$ cat config.mk
export PLATFORM = sky130hd
export DESIGN_NAME = led_serial_tx
export DESIGN_NICKNAME = d
export VERILOG_FILES = /design/src/rtl/led_pkg.sv /design/src/rtl/led_tick_gen.sv /design/src/rtl/led_serial_tx.sv
export SDC_FILE = /design/constraint.sdc
export NUM_CORES = 1
export LEC_CHECK = 0
export CAP_MARGIN = 20
export CELL_PAD_IN_SITES_DETAIL_PLACEMENT = 0
export CELL_PAD_IN_SITES_GLOBAL_PLACEMENT = 1
export CORE_MARGIN = 2
export CORE_UTILIZATION = 38
export DETAILED_ROUTE_END_ITERATION = 8
export HOLD_SLACK_MARGIN = 0.03
export PLACE_DENSITY = 0.81
export SLEW_MARGIN = 5
export SYNTH_ARGS = -nofsm -noshare
export SYNTH_HDL_FRONTEND = slang
export SYNTH_SLANG_ARGS = --single-unit
$ cat constraint.sdc
create_clock -name clk -period 1.95 [get_ports clk]
set_input_delay 0.195 -clock clk [delete_from_list [all_inputs] [get_ports clk]]
set_output_delay 0.195 -clock clk [all_outputs]
set_load 0.01 [all_outputs]
$ cat src/rtl/led_pkg.sv
// Shared types and constants for the LED shift-register serializer.
package led_pkg;

    localparam int unsigned LED_DATA_BITS   = 16;
    localparam int unsigned LED_DIV_DEFAULT = 1;

    typedef enum logic [1:0] {
        IDLE     = 2'd0,
        SHIFT_LO = 2'd1,
        SHIFT_HI = 2'd2,
        LATCH    = 2'd3
    } led_tx_state_t;

    // Half-period counter width; a divide-by-one still needs one bit.
    function automatic int unsigned div_cnt_width(input int unsigned div);
        return (div <= 1) ? 1 : $clog2(div);
    endfunction

endpackage

$ cat src/rtl/led_tick_gen.sv
// Half-period timer: tick is high in the last cycle of every DIV-cycle phase.
module led_tick_gen
    import led_pkg::*;
#(
    parameter int unsigned DIV = LED_DIV_DEFAULT
) (
    input  logic clk,
    input  logic rst_n,
    input  logic restart,
    output logic tick
);

    localparam int unsigned CW = div_cnt_width(DIV);
    localparam logic [CW-1:0] LAST = CW'(DIV - 1);

    logic [CW-1:0] r_cnt;
    logic [CW-1:0] w_cnt_nxt;
    logic          r_tick;

    always_comb begin
        w_cnt_nxt = '0;
        if (!restart && (r_cnt != LAST)) begin
            w_cnt_nxt = r_cnt + CW'(1);
        end
    end

    // Tick is looked ahead from the next count so it can be a register.
    always_ff @(posedge clk) begin
        if (!rst_n) begin
            r_cnt  <= '0;
            r_tick <= (LAST == '0);
        end else begin
            r_cnt  <= w_cnt_nxt;
            r_tick <= (w_cnt_nxt == LAST);
        end
    end

    assign tick = r_tick;

endmodule

$ cat src/rtl/led_serial_tx.sv
// MSB-first serializer for a 74HC595-style LED chain, latching after each frame.
module led_serial_tx
    import led_pkg::*;
#(
    parameter int unsigned DATA_BITS       = LED_DATA_BITS,
    parameter int unsigned DATA_COUNT_BITS = 4,
    parameter int unsigned DIV             = LED_DIV_DEFAULT
) (
    input  logic                 clk,
    input  logic                 rst_n,
    input  logic                 start,
    input  logic [DATA_BITS-1:0] par_data,
    output logic                 led_clk,
    output logic                 led_sout,
    output logic                 led_clrn,
    output logic                 led_pen,
    output logic                 busy,
    output logic                 done
);

    localparam logic [DATA_COUNT_BITS-1:0] LAST_BIT = DATA_COUNT_BITS'(DATA_BITS - 1);

    led_tx_state_t              r_state;
    led_tx_state_t              w_state_nxt;
    logic [DATA_BITS-1:0]       r_shift;
    logic [DATA_BITS-1:0]       w_shift_nxt;
    logic [DATA_COUNT_BITS-1:0] r_bit_cnt;
    logic [DATA_COUNT_BITS-1:0] w_bit_cnt_nxt;
    logic                       w_tick;
    logic                       w_restart;

    logic r_led_clk, r_led_sout, r_led_clrn, r_led_pen, r_busy, r_done;
    logic w_clk_nxt, w_sout_nxt, w_pen_nxt, w_busy_nxt, w_done_nxt;

    led_tick_gen #(
        .DIV(DIV)
    ) u_tick (
        .clk    (clk),
        .rst_n  (rst_n),
        .restart(w_restart),
        .tick   (w_tick)
    );

    // State and datapath registers.
    always_ff @(posedge clk) begin
        if (!rst_n) begin
            r_state   <= IDLE;
            r_shift   <= '0;
            r_bit_cnt <= '0;
        end else begin
            r_state   <= w_state_nxt;
            r_shift   <= w_shift_nxt;
            r_bit_cnt <= w_bit_cnt_nxt;
        end
    end

    // Next state and next output values; outputs follow the state by one cycle.
    always_comb begin
        w_state_nxt   = r_state;
        w_shift_nxt   = r_shift;
        w_bit_cnt_nxt = r_bit_cnt;
        w_clk_nxt     = 1'b0;
        w_sout_nxt    = r_led_sout;
        w_pen_nxt     = r_led_pen;
        w_busy_nxt    = 1'b0;
        w_done_nxt    = 1'b0;
        case (r_state)
            IDLE: begin
                if (start) begin
                    w_state_nxt   = SHIFT_LO;
                    w_shift_nxt   = par_data;
                    w_bit_cnt_nxt = '0;
                end
            end
            SHIFT_LO: begin
                w_sout_nxt = r_shift[DATA_BITS-1];
                w_pen_nxt  = 1'b0;
                w_busy_nxt = 1'b1;
                if (w_tick) begin
                    w_state_nxt = SHIFT_HI;
                end
            end
            SHIFT_HI: begin
                w_clk_nxt  = 1'b1;
                w_pen_nxt  = 1'b0;
                w_busy_nxt = 1'b1;
                if (w_tick) begin
                    if (r_bit_cnt == LAST_BIT) begin
                        w_state_nxt = LATCH;
                    end else begin
                        w_state_nxt   = SHIFT_LO;
                        w_shift_nxt   = {r_shift[DATA_BITS-2:0], 1'b0};
                        w_bit_cnt_nxt = r_bit_cnt + DATA_COUNT_BITS'(1);
                    end
                end
            end
            LATCH: begin
                w_pen_nxt   = 1'b1;
                w_done_nxt  = 1'b1;
                w_busy_nxt  = 1'b1;
                w_state_nxt = IDLE;
            end
            default: begin
                w_state_nxt = IDLE;
            end
        endcase
        w_restart = (r_state == IDLE) || (w_state_nxt != r_state);
    end

    // Output registers; clrn drops only while reset is applied.
    always_ff @(posedge clk) begin
        if (!rst_n) begin
            r_led_clk  <= 1'b0;
            r_led_sout <= 1'b0;
            r_led_clrn <= 1'b0;
            r_led_pen  <= 1'b0;
            r_busy     <= 1'b0;
            r_done     <= 1'b0;
        end else begin
            r_led_clk  <= w_clk_nxt;
            r_led_sout <= w_sout_nxt;
            r_led_clrn <= 1'b1;
            r_led_pen  <= w_pen_nxt;
            r_busy     <= w_busy_nxt;
            r_done     <= w_done_nxt;
        end
    end

    assign led_clk  = r_led_clk;
    assign led_sout = r_led_sout;
    assign led_clrn = r_led_clrn;
    assign led_pen  = r_led_pen;
    assign busy     = r_busy;
    assign done     = r_done;

endmodule

==> run metrics <==
outcome finished, final reports clean; Fin. Hold Viols 0; clk slew on worst S/H paths 80 ps; Seq/Total Area, Yosys 45.0%; Starting Density 39.2%; vias in the first global route 920; top flop regs r_shift x16, r_bit_cnt x4, r_state x2; post-CTS sizing 0; Yosys top cell by area dfxtp_1; Crit Path Class reg2reg; crit path time final 1660 ps; DRC Markers 0; number of fill cells in the layout 313; Synth Area in Simple Gates 15.0%; max cap viols 0; DR WL/cell 11.6 um; Layout Skew 5.99 ps; number of synthesis warnings 0; first-pass GRT wire length 4120 um; cts hold-fix bufs 0; Net Count, Synth 146; nets 172; post-CTS setup buffer count 0; Synth Flop Type dfxtp_1; Detail Placement HPWL 1570 um; CP required 2160 ps; DRT iter0 DRCs 15; Critical Path Start Type flip-flop; CTS buffer count 5; DR vias 957; dpl cells 191; Pleak 0.689 nW; Crit Path Max Fanout 35; Ports 25; Rows 21; global route total overflow 0; fin util 49.4%; All-Layer GR Usage 13.8%; EDFF count, synth 0; commonest cells in the netlist dfxtp_1 (29), nor2_1 (24), mux2i_1 (18); Biggest register r_shift; share of layout cells above drive strength 1 17.1%; synthesized area 1290 um2; antenna diode count 0; Worst setup EP type flip-flop; adder-cell share of the synthesized area 0.971%; CTS tree yes; H-tree depth 2; Die H 62.2 um; die width 62.2 um; post-route insts no fill 198; post-synthesis mux area share 14.0%; # clock sinks 29; Synth-to-Final Area Change 25.8%; Unique masters post-synth 34; number of antenna violations at the first check in global routing 0; Die ar. 3870 um2; Setup Total Neg Slack 0 ps; Mapped Cells 126; Async S/R FF share, synth 0%; Synth top area share 45.0%; Tightest Hold Check Type in2reg; Worst-Skew Late Latency 310 ps; Placer Congestion 0.722; design area 1620 um2; # setup viols final 0; clk root buf clkbuf_4; Compound-Gate Fraction of Synth Area 18.9%; Reg2Reg Depth 6; pre-CTS worst setup slack 230 ps; Seq cells post-synth 29; RSZ-0062 raised after global routing no; Core Region 3280 um2; largest family of logic cells by synthesized area compound AO/OA/AOI/OAI gates; number of buffers added on ports 24; largest net degree at the start of global routing 36; Max Root-Sink Buffers 2; Antenna Violating Nets Remaining 0; Total Wirelength 2300 um; power consumption 1.24 mW; Synth area leaders dfxtp_1 (45%), mux2i_1 (14%), a211oi_2 (12%); power density over the cells 766 nW/um2; most common cell in the netlist dfxtp_1; Slew Viols, Final 0; DRT Pass-1 Iters 4; Max Clk Rate 0.602 GHz; Via-to-Cell Ratio 4.83; Setup WS post-layout 290 ps; area post-placement 1570 um2; Max IR drop VDD 0.268 mV; Syn Area/Cell 10.2 um2; Post-Synth XOR/XNOR Area 0.680%; WHS 451 ps; max reg flops 16; CP Data Arrival Time 1870 ps; final cycle utilization of the critical path 85.1%; hold path depth 3
kinds of logic after synthesis:
| logic type | count (synthesis) |
|---|---|
| compound gates | 24 |
| xor+xnor | 1 |
| fa+ha+maj | 1 |
| buf+inv | 11 |
| flops | 29 |
| mux | 18 |
| other cells | 1 |
| simple gates | 41 |
critical path, stage by stage, from the launching register on:
cell and delay [ps]:
dfxtp_1 340, ha_1 230, and3_4 210, a211oi_4 270, buf_12 240, nand4_1 130, mux2i_1 130
where the power goes:
| part | leakage (nW) | internal (mW) | switching, mW |
|---|---|---|---|
| Clock | 0.0314 | 0.170 | 0.184 |
| Sequential | 0.239 | 0.636 | 0.0291 |
| Combinational | 0.418 | 0.116 | 0.107 |
| Total | 0.689 | 0.922 | 0.320 |
area by class of cell:
type	count	area (um2)	share of cell area (%)
Sequential cell	29	581	35.8
Clock buffer	7	55.1	3.40
Tap cell	46	57.6	3.55
Inverter	3	11.3	0.694
Multi-Input combinational cell	86	642	39.6
Timing Repair Buffer	27	275	17.0
routing by layer:
| metal | wire, um | vias to the layer above | part of all wire (%) | track usage [%] |
|---|---|---|---|---|
| met5 | 0 | - | 0 | 0 |
| met4 | 53 | 0 | 2.3 | 6.67 |
| met3 | 123 | 6 | 5.3 | 6.70 |
| met2 | 991 | 19 | 43 | 20.4 |
| met1 | 1130 | 438 | 49 | 16.7 |
| li1 | - | 494 | - | - |
cells in the final DEF, fill, tap and decap left out, types with 2 or more instances in the layout:
cell / n
dfxtp_1: 29
nor2_1: 24
clkdlybuf4s50_1: 24
mux2i_1: 18
a211oi_2: 12
nand2_1: 6
clkbuf_4: 5
a21oi_1: 3
a211oi_1: 3
inv_1: 2
buf_4: 2
worst paths after layout:
kind	startpoint	end	slack [ps]
worst max register to register	r_bit_cnt[0]	r_bit_cnt[3]	290
worst min-delay path	par_data[0]	r_shift[0]	450
worst min register to register	led_pen	led_pen	470
worst max-delay path	r_bit_cnt[0]	r_bit_cnt[3]	290
(Power assumes the default switching activity.)
